**src/rtl/l1c_wbuf_pkg.sv**
```systemverilog
// l1c_wbuf_pkg: shared widths, AXI encodings, entry payload and drain FSM states
// for the L1 cache posted write buffer.
package l1c_wbuf_pkg;

  localparam int unsigned ADDR_W   = 32;
  localparam int unsigned DATA_W   = 32;
  localparam int unsigned STRB_W   = DATA_W / 8;
  localparam int unsigned ID_W     = 10;
  localparam int unsigned LEN_W    = 8;
  localparam int unsigned SIZE_W   = 3;
  localparam int unsigned BURST_W  = 2;
  localparam int unsigned RESP_W   = 2;
  localparam int unsigned LINE_OFS = 4;
  localparam int unsigned LINE_W   = ADDR_W - LINE_OFS;

  localparam logic [BURST_W-1:0] AXI_BURST_INCR = 2'b01;
  localparam logic [SIZE_W-1:0]  AXI_SIZE_4B    = 3'd2;
  localparam logic [RESP_W-1:0]  AXI_RESP_OKAY  = 2'b00;

  // One queued write.
  typedef struct packed {
    logic [ADDR_W-1:0] addr;
    logic [DATA_W-1:0] data;
    logic [STRB_W-1:0] strb;
  } wbuf_entry_t;

  typedef enum logic [1:0] {
    D_IDLE = 2'd0,
    D_ADDR = 2'd1,
    D_RESP = 2'd2
  } drain_state_t;

  // Cache-line index of a byte address.
  function automatic logic [LINE_W-1:0] line_of(input logic [ADDR_W-1:0] a);
    return a[ADDR_W-1:LINE_OFS];
  endfunction

endpackage

```
**src/rtl/l1c_wbuf_if.sv**
```systemverilog
// l1c_wbuf_if: single-beat AXI bundle (AW, W, B, AR, R channels).
// master modport drives addresses/data and the B/R ready; slave is the mirror.
interface l1c_wbuf_if;
  import l1c_wbuf_pkg::*;

  logic [ADDR_W-1:0]  awaddr;
  logic [ID_W-1:0]    awid;
  logic [LEN_W-1:0]   awlen;
  logic [SIZE_W-1:0]  awsize;
  logic [BURST_W-1:0] awburst;
  logic               awvalid;
  logic               awready;

  logic [DATA_W-1:0]  wdata;
  logic [STRB_W-1:0]  wstrb;
  logic [ID_W-1:0]    wid;
  logic               wlast;
  logic               wvalid;
  logic               wready;

  logic [RESP_W-1:0]  bresp;
  logic [ID_W-1:0]    bid;
  logic               bvalid;
  logic               bready;

  logic [ADDR_W-1:0]  araddr;
  logic [ID_W-1:0]    arid;
  logic [LEN_W-1:0]   arlen;
  logic [SIZE_W-1:0]  arsize;
  logic [BURST_W-1:0] arburst;
  logic               arvalid;
  logic               arready;

  logic [DATA_W-1:0]  rdata;
  logic [RESP_W-1:0]  rresp;
  logic [ID_W-1:0]    rid;
  logic               rlast;
  logic               rvalid;
  logic               rready;

  modport master (
    output awaddr, awid, awlen, awsize, awburst, awvalid, input awready,
    output wdata, wstrb, wid, wlast, wvalid, input wready,
    input  bresp, bid, bvalid, output bready,
    output araddr, arid, arlen, arsize, arburst, arvalid, input arready,
    input  rdata, rresp, rid, rlast, rvalid, output rready
  );

  modport slave (
    input  awaddr, awid, awlen, awsize, awburst, awvalid, output awready,
    input  wdata, wstrb, wid, wlast, wvalid, output wready,
    output bresp, bid, bvalid, input bready,
    input  araddr, arid, arlen, arsize, arburst, arvalid, output arready,
    output rdata, rresp, rid, rlast, rvalid, input rready
  );

endinterface

```
**src/rtl/l1c_wbuf_fifo.sv**
```systemverilog
// l1c_wbuf_fifo: DEPTH-entry in-order write queue with per-entry valid bits
// and a line-address match across all valid entries.
// Ports: clk, rstn; push/push_entry write at wptr; pop advances rptr;
// head = entry at rptr; full/empty; line_addr in, line_hit out.
module l1c_wbuf_fifo
  import l1c_wbuf_pkg::*;
#(
  parameter int unsigned DEPTH = 4
) (
  input  logic              clk,
  input  logic              rstn,
  input  logic              push,
  input  wbuf_entry_t       push_entry,
  input  logic              pop,
  output wbuf_entry_t       head,
  output logic              full,
  output logic              empty,
  input  logic [LINE_W-1:0] line_addr,
  output logic              line_hit
);

  localparam int unsigned PTR_W = $clog2(DEPTH);
  localparam int unsigned CNT_W = PTR_W + 1;

  wbuf_entry_t      mem [DEPTH];
  logic [PTR_W-1:0] wptr, rptr;
  logic [CNT_W-1:0] count;
  logic [DEPTH-1:0] vld;

  assign head  = mem[rptr];
  assign full  = (count == CNT_W'(DEPTH));
  assign empty = (count == '0);

  // Storage carries no reset; vld gates every use of it.
  always_ff @(posedge clk) begin
    if (push) mem[wptr] <= push_entry;
  end

  // Pointers wrap naturally because DEPTH is a power of two. A push is never
  // issued while full, so push and pop never target the same slot.
  always_ff @(posedge clk or negedge rstn) begin
    if (!rstn) begin
      wptr  <= '0;
      rptr  <= '0;
      count <= '0;
      vld   <= '0;
    end else begin
      if (push) begin
        wptr      <= wptr + PTR_W'(1);
        vld[wptr] <= 1'b1;
      end
      if (pop) begin
        rptr      <= rptr + PTR_W'(1);
        vld[rptr] <= 1'b0;
      end
      if (push && !pop)      count <= count + CNT_W'(1);
      else if (!push && pop) count <= count - CNT_W'(1);
    end
  end

  // Head entry keeps its valid bit until popped, so an in-flight drain still matches.
  always_comb begin
    line_hit = 1'b0;
    for (int i = 0; i < DEPTH; i++) begin
      if (vld[PTR_W'(i)] && (line_of(mem[PTR_W'(i)].addr) == line_addr)) line_hit = 1'b1;
    end
  end

endmodule

```
**src/rtl/l1c_wbuf.sv**
```systemverilog
// l1c_wbuf: posted write buffer between the L1 cache AXI master and the system bus.
// Ports: clk, rstn; s (slave side, from the cache); m (master side, to the bus);
// wbuf_empty = nothing queued/held/in flight; wr_err = sticky downstream SLVERR/DECERR;
// err_clr clears wr_err (a coincident new error wins).
module l1c_wbuf
  import l1c_wbuf_pkg::*;
#(
  parameter int unsigned DEPTH = 4
) (
  input  logic       clk,
  input  logic       rstn,
  l1c_wbuf_if.slave  s,
  l1c_wbuf_if.master m,
  output logic       wbuf_empty,
  output logic       wr_err,
  input  logic       err_clr
);

  logic              aw_hold_vld, w_hold_vld;
  logic [ADDR_W-1:0] aw_hold_addr;
  logic [DATA_W-1:0] w_hold_data;
  logic [STRB_W-1:0] w_hold_strb;
  logic              bvalid_q;
  logic              aw_hs, w_hs, push, pop, full, empty;
  logic              fifo_hit, hazard, err_set;
  wbuf_entry_t       push_entry, head;
  drain_state_t      state_q, state_d;
  logic              aw_done_q, aw_done_d, w_done_q, w_done_d;
  logic              m_awvalid_c, m_wvalid_c, m_bready_c;

  // Upstream capture: each channel has a single holding slot.
  assign s.awready = ~aw_hold_vld;
  assign s.wready  = ~w_hold_vld;
  assign aw_hs     = s.awvalid & ~aw_hold_vld;
  assign w_hs      = s.wvalid & ~w_hold_vld;

  // A push while the previous B is still unaccepted would lose a response.
  assign push = aw_hold_vld & w_hold_vld & ~full & ~(bvalid_q & ~s.bready);

  assign push_entry = '{addr: aw_hold_addr, data: w_hold_data, strb: w_hold_strb};

  // Holding registers; push and load are exclusive per channel.
  always_ff @(posedge clk or negedge rstn) begin
    if (!rstn) begin
      aw_hold_vld  <= 1'b0;
      w_hold_vld   <= 1'b0;
      aw_hold_addr <= '0;
      w_hold_data  <= '0;
      w_hold_strb  <= '0;
    end else begin
      if (push) begin
        aw_hold_vld <= 1'b0;
        w_hold_vld  <= 1'b0;
      end
      if (aw_hs) begin
        aw_hold_vld  <= 1'b1;
        aw_hold_addr <= s.awaddr;
      end
      if (w_hs) begin
        w_hold_vld  <= 1'b1;
        w_hold_data <= s.wdata;
        w_hold_strb <= s.wstrb;
      end
    end
  end

  // Early write response: acknowledged as soon as the entry is queued.
  always_ff @(posedge clk or negedge rstn) begin
    if (!rstn)         bvalid_q <= 1'b0;
    else if (push)     bvalid_q <= 1'b1;
    else if (s.bready) bvalid_q <= 1'b0;
  end

  assign s.bvalid = bvalid_q;
  assign s.bresp  = AXI_RESP_OKAY;
  assign s.bid    = '0;

  l1c_wbuf_fifo #(.DEPTH(DEPTH)) u_fifo (
    .clk        (clk),
    .rstn       (rstn),
    .push       (push),
    .push_entry (push_entry),
    .pop        (pop),
    .head       (head),
    .full       (full),
    .empty      (empty),
    .line_addr  (line_of(s.araddr)),
    .line_hit   (fifo_hit)
  );

  // Drain FSM state register.
  always_ff @(posedge clk or negedge rstn) begin
    if (!rstn) begin
      state_q   <= D_IDLE;
      aw_done_q <= 1'b0;
      w_done_q  <= 1'b0;
    end else begin
      state_q   <= state_d;
      aw_done_q <= aw_done_d;
      w_done_q  <= w_done_d;
    end
  end

  // Drain FSM next state: AW and W complete independently, then wait for B.
  always_comb begin
    state_d     = state_q;
    aw_done_d   = aw_done_q;
    w_done_d    = w_done_q;
    m_awvalid_c = 1'b0;
    m_wvalid_c  = 1'b0;
    m_bready_c  = 1'b0;
    pop         = 1'b0;
    err_set     = 1'b0;
    case (state_q)
      D_IDLE: begin
        if (!empty) state_d = D_ADDR;
      end
      D_ADDR: begin
        m_awvalid_c = ~aw_done_q;
        m_wvalid_c  = ~w_done_q;
        if (!aw_done_q && m.awready) aw_done_d = 1'b1;
        if (!w_done_q && m.wready)   w_done_d  = 1'b1;
        if (aw_done_d && w_done_d) begin
          state_d   = D_RESP;
          aw_done_d = 1'b0;
          w_done_d  = 1'b0;
        end
      end
      D_RESP: begin
        m_bready_c = 1'b1;
        if (m.bvalid) begin
          pop     = 1'b1;
          err_set = m.bresp[1];
          state_d = D_IDLE;
        end
      end
      default: begin
        state_d = D_IDLE;
      end
    endcase
  end

  assign m.awvalid = m_awvalid_c;
  assign m.awaddr  = head.addr;
  assign m.awid    = '0;
  assign m.awlen   = '0;
  assign m.awsize  = AXI_SIZE_4B;
  assign m.awburst = AXI_BURST_INCR;
  assign m.wvalid  = m_wvalid_c;
  assign m.wdata   = head.data;
  assign m.wstrb   = head.strb;
  assign m.wid     = '0;
  assign m.wlast   = 1'b1;
  assign m.bready  = m_bready_c;

  // Sticky error; a new error takes priority over a clear.
  always_ff @(posedge clk or negedge rstn) begin
    if (!rstn)        wr_err <= 1'b0;
    else if (err_set) wr_err <= 1'b1;
    else if (err_clr) wr_err <= 1'b0;
  end

  assign wbuf_empty = empty & ~aw_hold_vld & ~w_hold_vld & (state_q == D_IDLE);

  // Read-after-write hazard: stall AR while its line is queued or held.
  assign hazard = s.arvalid &
                  (fifo_hit | (aw_hold_vld & (line_of(aw_hold_addr) == line_of(s.araddr))));

  assign m.arvalid = s.arvalid & ~hazard;
  assign s.arready = m.arready & ~hazard;
  assign m.araddr  = s.araddr;
  assign m.arid    = s.arid;
  assign m.arlen   = s.arlen;
  assign m.arsize  = s.arsize;
  assign m.arburst = s.arburst;

  assign s.rdata  = m.rdata;
  assign s.rresp  = m.rresp;
  assign s.rid    = m.rid;
  assign s.rlast  = m.rlast;
  assign s.rvalid = m.rvalid;
  assign m.rready = s.rready;

  // Upstream burst/id fields are fixed by the supported subset; B id and OKAY/EXOKAY bit are ignored.
  logic unused_ok;
  assign unused_ok = ^{s.awid, s.awlen, s.awsize, s.awburst, s.wid, s.wlast, m.bid, m.bresp[0]};

endmodule

```
**src/flat_wrapper.sv**
```systemverilog
// flat-port wrapper written by rule: the top's interface ports become plain ports
module l1c_wbuf_flat import l1c_wbuf_pkg::*;
#(
  parameter int unsigned DEPTH = 4
)
  (clk, rstn, wbuf_empty, wr_err, err_clr, s_awaddr, s_awid, s_awlen, s_awsize, s_awburst, s_awvalid, s_awready, s_wdata, s_wstrb, s_wid, s_wlast, s_wvalid, s_wready, s_bresp, s_bid, s_bvalid, s_bready, s_araddr, s_arid, s_arlen, s_arsize, s_arburst, s_arvalid, s_arready, s_rdata, s_rresp, s_rid, s_rlast, s_rvalid, s_rready, m_awaddr, m_awid, m_awlen, m_awsize, m_awburst, m_awvalid, m_awready, m_wdata, m_wstrb, m_wid, m_wlast, m_wvalid, m_wready, m_bresp, m_bid, m_bvalid, m_bready, m_araddr, m_arid, m_arlen, m_arsize, m_arburst, m_arvalid, m_arready, m_rdata, m_rresp, m_rid, m_rlast, m_rvalid, m_rready);
  l1c_wbuf_if s_i ();
  l1c_wbuf_if m_i ();
  input  logic clk;
  input  logic rstn;
  output logic wbuf_empty;
  output logic wr_err;
  input  logic err_clr;
  input wire logic [$bits(s_i.awaddr)-1:0] s_awaddr;
  input wire logic [$bits(s_i.awid)-1:0] s_awid;
  input wire logic [$bits(s_i.awlen)-1:0] s_awlen;
  input wire logic [$bits(s_i.awsize)-1:0] s_awsize;
  input wire logic [$bits(s_i.awburst)-1:0] s_awburst;
  input wire logic [$bits(s_i.awvalid)-1:0] s_awvalid;
  output wire logic [$bits(s_i.awready)-1:0] s_awready;
  input wire logic [$bits(s_i.wdata)-1:0] s_wdata;
  input wire logic [$bits(s_i.wstrb)-1:0] s_wstrb;
  input wire logic [$bits(s_i.wid)-1:0] s_wid;
  input wire logic [$bits(s_i.wlast)-1:0] s_wlast;
  input wire logic [$bits(s_i.wvalid)-1:0] s_wvalid;
  output wire logic [$bits(s_i.wready)-1:0] s_wready;
  output wire logic [$bits(s_i.bresp)-1:0] s_bresp;
  output wire logic [$bits(s_i.bid)-1:0] s_bid;
  output wire logic [$bits(s_i.bvalid)-1:0] s_bvalid;
  input wire logic [$bits(s_i.bready)-1:0] s_bready;
  input wire logic [$bits(s_i.araddr)-1:0] s_araddr;
  input wire logic [$bits(s_i.arid)-1:0] s_arid;
  input wire logic [$bits(s_i.arlen)-1:0] s_arlen;
  input wire logic [$bits(s_i.arsize)-1:0] s_arsize;
  input wire logic [$bits(s_i.arburst)-1:0] s_arburst;
  input wire logic [$bits(s_i.arvalid)-1:0] s_arvalid;
  output wire logic [$bits(s_i.arready)-1:0] s_arready;
  output wire logic [$bits(s_i.rdata)-1:0] s_rdata;
  output wire logic [$bits(s_i.rresp)-1:0] s_rresp;
  output wire logic [$bits(s_i.rid)-1:0] s_rid;
  output wire logic [$bits(s_i.rlast)-1:0] s_rlast;
  output wire logic [$bits(s_i.rvalid)-1:0] s_rvalid;
  input wire logic [$bits(s_i.rready)-1:0] s_rready;
  output wire logic [$bits(m_i.awaddr)-1:0] m_awaddr;
  output wire logic [$bits(m_i.awid)-1:0] m_awid;
  output wire logic [$bits(m_i.awlen)-1:0] m_awlen;
  output wire logic [$bits(m_i.awsize)-1:0] m_awsize;
  output wire logic [$bits(m_i.awburst)-1:0] m_awburst;
  output wire logic [$bits(m_i.awvalid)-1:0] m_awvalid;
  input wire logic [$bits(m_i.awready)-1:0] m_awready;
  output wire logic [$bits(m_i.wdata)-1:0] m_wdata;
  output wire logic [$bits(m_i.wstrb)-1:0] m_wstrb;
  output wire logic [$bits(m_i.wid)-1:0] m_wid;
  output wire logic [$bits(m_i.wlast)-1:0] m_wlast;
  output wire logic [$bits(m_i.wvalid)-1:0] m_wvalid;
  input wire logic [$bits(m_i.wready)-1:0] m_wready;
  input wire logic [$bits(m_i.bresp)-1:0] m_bresp;
  input wire logic [$bits(m_i.bid)-1:0] m_bid;
  input wire logic [$bits(m_i.bvalid)-1:0] m_bvalid;
  output wire logic [$bits(m_i.bready)-1:0] m_bready;
  output wire logic [$bits(m_i.araddr)-1:0] m_araddr;
  output wire logic [$bits(m_i.arid)-1:0] m_arid;
  output wire logic [$bits(m_i.arlen)-1:0] m_arlen;
  output wire logic [$bits(m_i.arsize)-1:0] m_arsize;
  output wire logic [$bits(m_i.arburst)-1:0] m_arburst;
  output wire logic [$bits(m_i.arvalid)-1:0] m_arvalid;
  input wire logic [$bits(m_i.arready)-1:0] m_arready;
  input wire logic [$bits(m_i.rdata)-1:0] m_rdata;
  input wire logic [$bits(m_i.rresp)-1:0] m_rresp;
  input wire logic [$bits(m_i.rid)-1:0] m_rid;
  input wire logic [$bits(m_i.rlast)-1:0] m_rlast;
  input wire logic [$bits(m_i.rvalid)-1:0] m_rvalid;
  output wire logic [$bits(m_i.rready)-1:0] m_rready;
  assign s_i.awaddr = s_awaddr;
  assign s_i.awid = s_awid;
  assign s_i.awlen = s_awlen;
  assign s_i.awsize = s_awsize;
  assign s_i.awburst = s_awburst;
  assign s_i.awvalid = s_awvalid;
  assign s_awready = s_i.awready;
  assign s_i.wdata = s_wdata;
  assign s_i.wstrb = s_wstrb;
  assign s_i.wid = s_wid;
  assign s_i.wlast = s_wlast;
  assign s_i.wvalid = s_wvalid;
  assign s_wready = s_i.wready;
  assign s_bresp = s_i.bresp;
  assign s_bid = s_i.bid;
  assign s_bvalid = s_i.bvalid;
  assign s_i.bready = s_bready;
  assign s_i.araddr = s_araddr;
  assign s_i.arid = s_arid;
  assign s_i.arlen = s_arlen;
  assign s_i.arsize = s_arsize;
  assign s_i.arburst = s_arburst;
  assign s_i.arvalid = s_arvalid;
  assign s_arready = s_i.arready;
  assign s_rdata = s_i.rdata;
  assign s_rresp = s_i.rresp;
  assign s_rid = s_i.rid;
  assign s_rlast = s_i.rlast;
  assign s_rvalid = s_i.rvalid;
  assign s_i.rready = s_rready;
  assign m_awaddr = m_i.awaddr;
  assign m_awid = m_i.awid;
  assign m_awlen = m_i.awlen;
  assign m_awsize = m_i.awsize;
  assign m_awburst = m_i.awburst;
  assign m_awvalid = m_i.awvalid;
  assign m_i.awready = m_awready;
  assign m_wdata = m_i.wdata;
  assign m_wstrb = m_i.wstrb;
  assign m_wid = m_i.wid;
  assign m_wlast = m_i.wlast;
  assign m_wvalid = m_i.wvalid;
  assign m_i.wready = m_wready;
  assign m_i.bresp = m_bresp;
  assign m_i.bid = m_bid;
  assign m_i.bvalid = m_bvalid;
  assign m_bready = m_i.bready;
  assign m_araddr = m_i.araddr;
  assign m_arid = m_i.arid;
  assign m_arlen = m_i.arlen;
  assign m_arsize = m_i.arsize;
  assign m_arburst = m_i.arburst;
  assign m_arvalid = m_i.arvalid;
  assign m_i.arready = m_arready;
  assign m_i.rdata = m_rdata;
  assign m_i.rresp = m_rresp;
  assign m_i.rid = m_rid;
  assign m_i.rlast = m_rlast;
  assign m_i.rvalid = m_rvalid;
  assign m_rready = m_i.rready;
  l1c_wbuf #(.DEPTH(DEPTH)) u_core (.clk(clk), .rstn(rstn), .s(s_i), .m(m_i), .wbuf_empty(wbuf_empty), .wr_err(wr_err), .err_clr(err_clr));
endmodule
```
**config.mk**
```make
export PLATFORM = sky130hd
export DESIGN_NAME = l1c_wbuf_flat
export DESIGN_NICKNAME = d
export VERILOG_FILES = /design/src/rtl/l1c_wbuf_pkg.sv /design/src/rtl/l1c_wbuf_if.sv /design/src/rtl/l1c_wbuf_fifo.sv /design/src/rtl/l1c_wbuf.sv /design/src/flat_wrapper.sv
export SDC_FILE = /design/constraint.sdc
export NUM_CORES = 1
export LEC_CHECK = 0
export BUFFER_PORTS_ARGS = -buffer_cell sky130_fd_sc_hd__buf_4
export CAP_MARGIN = 20
export CORE_MARGIN = 5
export CORE_UTILIZATION = 45
export CTS_CLUSTER_DIAMETER = 200
export DETAILED_ROUTE_END_ITERATION = 10
export GPL_ROUTABILITY_DRIVEN = 1
export PLACE_DENSITY = 0.74
export SYNTH_ARGS = -nofsm -noshare
export SYNTH_HDL_FRONTEND = slang
export SYNTH_HIERARCHICAL = 1
export SYNTH_SLANG_ARGS = --single-unit
```
**constraint.sdc**
```tcl
create_clock -name clk -period 2.9 [get_ports clk]
set_input_delay 0.29 -clock clk [delete_from_list [all_inputs] [get_ports clk]]
set_output_delay 0.29 -clock clk [all_outputs]
set_load 0.1 [all_outputs]
```
==> results by group <==
Setup path
  – R2R cell count: 9
  – Crit. End Element: output port
  – Critical Path Source Type: flip-flop
  – WS Path Type: flip-flop to output port
  – Worst Path Required: between 2 and 3 ns
  – Worst endpoint data arrival time: 2.61 ns
  – Largest fanout on the critical path: 6

Timing
  – Final Max Tran Viols: 0
  – # setup viols final: 0
  – Tcrit/Tclk final: 99.88%
  – Crit path time final: 2.897 ns
  – Fmax: 0.3452 GHz
  – Hold Fails Final Rpt: 0
  – Worst clock skew: 0.01676 ns
  – Slew HR: 46.38%
  – Worst Max-Slew Pin Slew: 0.8042 ns
  – Final setup TNS: 0 ns

Global route
  – Grt peak-use layer: met2
  – First-pass GRT wire length: 51.72 mm
  – Largest net degree at the start of global routing: 69
  – Total gr overflow: 0
  – Met3 global-route usage: 5.804%
  – Vias in the first global route: 8402
  – GRT met1 Usage: 22.68%
  – Initial antenna violation count: 1
  – Global Route met2 Usage: around 30%
  – Overall Global Routing Usage: 17.69%

Yosys
  – Post-synth cell types: 35
  – Synth Instances: 850
  – Count leader, synth: edfxtp_1
  – Ys Warns: 6
  – Top post-synthesis cells by area: edfxtp_1 54%, dfrtp_1 14%, mux4_2 9.9%, buf_4 7.6%, mux2_2 5.1%
  – Seq/Total Area, Yosys: 67.63%
  – Post-Synthesis Cell Area: 15220 um^2
  – Register bit total from synthesis: 357
  – Number of synthesized flops with an enable pin: 272
  – Post-synth ARST share: 23.81%
  – Share of the synthesized area in the top cell type: 53.65%
  – Top cells by instance count after synthesis: 272 x edfxtp_1, 154 x buf_4, 85 x dfrtp_1
  – Syn_area_per_cell: between 15 and 20 um^2
  – Largest area contributor in the netlist: edfxtp_1
  – Main synth FF type: edfxtp_1

Die
  – IO Count: 453
  – Rows: 67
  – Horiz. Die Dim: 193.9 um
  – Die Height: 193.9 um
  – Die ar.: 37610 um^2
  – Starting Density: between 40% and 50%
  – Core area: 33450 um^2

Detailed routing
  – Iter 0 DRT Violations: 483
  – Antenna Violating Nets Remaining: 0
  – DR DRC count: 0
  – Routed vias/inst: 5.117
  – Initial DRT Pass Iterations: 5
  – Vias: just under 8000
  – Routed WL per cell: 22.13 um
  – Total Wirelength: 33.87 mm

Power and ir drop
  – Power Density: 1313 nW/um^2
  – Maximum vdd drop: 0.001027 V
  – Static Leak: between 6 and 7 nW

Place
  – DP HPWL: 21.74 mm
  – Number of instances in the placed design: 1400
  – PortBufs: about 210
  – Final Wtd Congestion: a little under 0.8

Cells and area
  – Share of layout cells above drive strength 1: 41.46%
  – Area Overhead vs Synth: 21.76%
  – Nets: 1287
  – Finished Layout Cells: 1531
  – # diodes: 0

Hold path
  – Worst Hold Class: primary input to flip-flop
  – Hold Path Stages: 2

Run status
  – Status: finished, final reports clean

Job
  – Number of max-cap violations: 0

CTS
  – TritonCTS clock tree: done
  – Max clock buf depth: 3
  – CTS buffer count: 39
  – Clock transition at path regs: roughly 0.06 ns
  – H-tree depth: 2
  – Clk sink count: 357
  – Clock latency on the worst-skew pair: ~0.53 ns
  – CTS root buf: clkbuf_16
-- critical path, cell delays in order (launching register included) --
cell and delay (ns):
dfrtp_1 0.44, xnor2_1 0.27, nand4_1 0.13, nor4_1 0.51, a41oi_1 0.28, o21a_1 0.27, buf_12 0.17
-- stage by stage --
step	setup slack (ns)	utilization, %	power [mW]	area (um^2)	hold slack, ns
after floorplan	0.2156	-	17.51	15400	-0.005591
after global placement	0.4833	49.62	19.45	16600	0.4276
after detailed placement	0.4575	49.62	19.67	16600	0.4325
after CTS	0.004613	55.22	24.55	18470	0.0001629
after global routing	-0.001857	55.42	25.33	18540	0.003997
final	0.003408	55.42	24.34	18540	0.01421
-- logic make-up after synthesis --
logic type,after synthesis,synth area share [%]
compound gates,16,0.7397
xor+xnor,89,5.120
fa+ha+maj,8,0.7068
buf+inv,184,8.441
flops,357,67.63
mux,137,15.19
other cells,2,0.04933
simple gates,57,2.129
-- report_power, final --
part           switching [mW]  internal (mW)
registers                1.10           7.56
logic                    7.84           3.10
clock network            1.97           2.79
total                    10.9           13.4
-- layout make-up --
class / instances / area [um^2]
fillers: 2517 / 14910
clock buffers: 50 / 1099
flip-flops and latches: 357 / 10300
inverters: 12 / 45.04
clock inverters: 22 / 162.7
well taps: 448 / 560.5
multi-input cells: 353 / 3914
repair buffers: 289 / 2454
-- cell usage in the layout (no fill, tap or decap), types with 3 or more instances in the layout --
cell	instances
edfxtp_1	272
buf_4	220
dfrtp_1	83
mux2_2	69
mux4_2	67
dlygate4sd3_1	57
conb_1	46
xor2_1	45
clkbuf_16	40
xnor2_1	35
inv_1	12
nand4_1	12
buf_12	11
nor2_1	10
nor4_1	10
xnor2_2	9
clkinv_1	7
ha_1	7
clkbuf_8	6
clkinv_2	6
nand2_1	5
clkinv_4	4
clkbuf_1	4
and2_4	4
o21ai_0	3
nor3_1	3
-- final timing paths --
check,slack (ns),to,startpoint
max in group asynchronous,1.69,u_core/w_hold_data[13],rstn
hold / removal,0.01,u_core/aw_hold_addr[0],s_awaddr[0]
setup / recovery,0.003,s_arready,u_core/aw_hold_addr[4]
hold reg to reg,0.51,u_core/u_fifo/mem[3][17],u_core/w_hold_data[13]
setup reg to reg,0.64,u_core/u_fifo/count[2],u_core/u_fifo/count[2]
min in group asynchronous,0.45,u_core/w_hold_data[19],rstn
-- state kept, by name, indices dropped and copies added (netlist names), 2 cells and up --
signal / cells
u_core/w_hold_data: 32
u_core/u_fifo/rptr: 2
u_core/u_fifo/mem: 272
u_core/u_fifo/count: 3
u_core/u_fifo/wptr: 2
u_core/w_hold_strb: 4
u_core/aw_hold_addr: 32
u_core/state_q: 2
u_core/u_fifo/vld: 2
-- routing by layer --
metal,vias to the layer above,share of wire [%]
met3,60,8.8
met5,-,0.050
met2,328,50
li1,3423,-
met1,4021,40
met4,2,1.6
-- what timing repair did --
action / 4_1_cts / 5_1_grt
buffers inserted: 0 / 2
resized for setup: 7 / 8
hold buffers: 57 / 0
endpoints found under the hold margin: 103 / 0
pin swaps: 5 / 9
endpoints found under the setup margin: 2 / 2
Note: power is estimated with default switching activity, not from simulation.
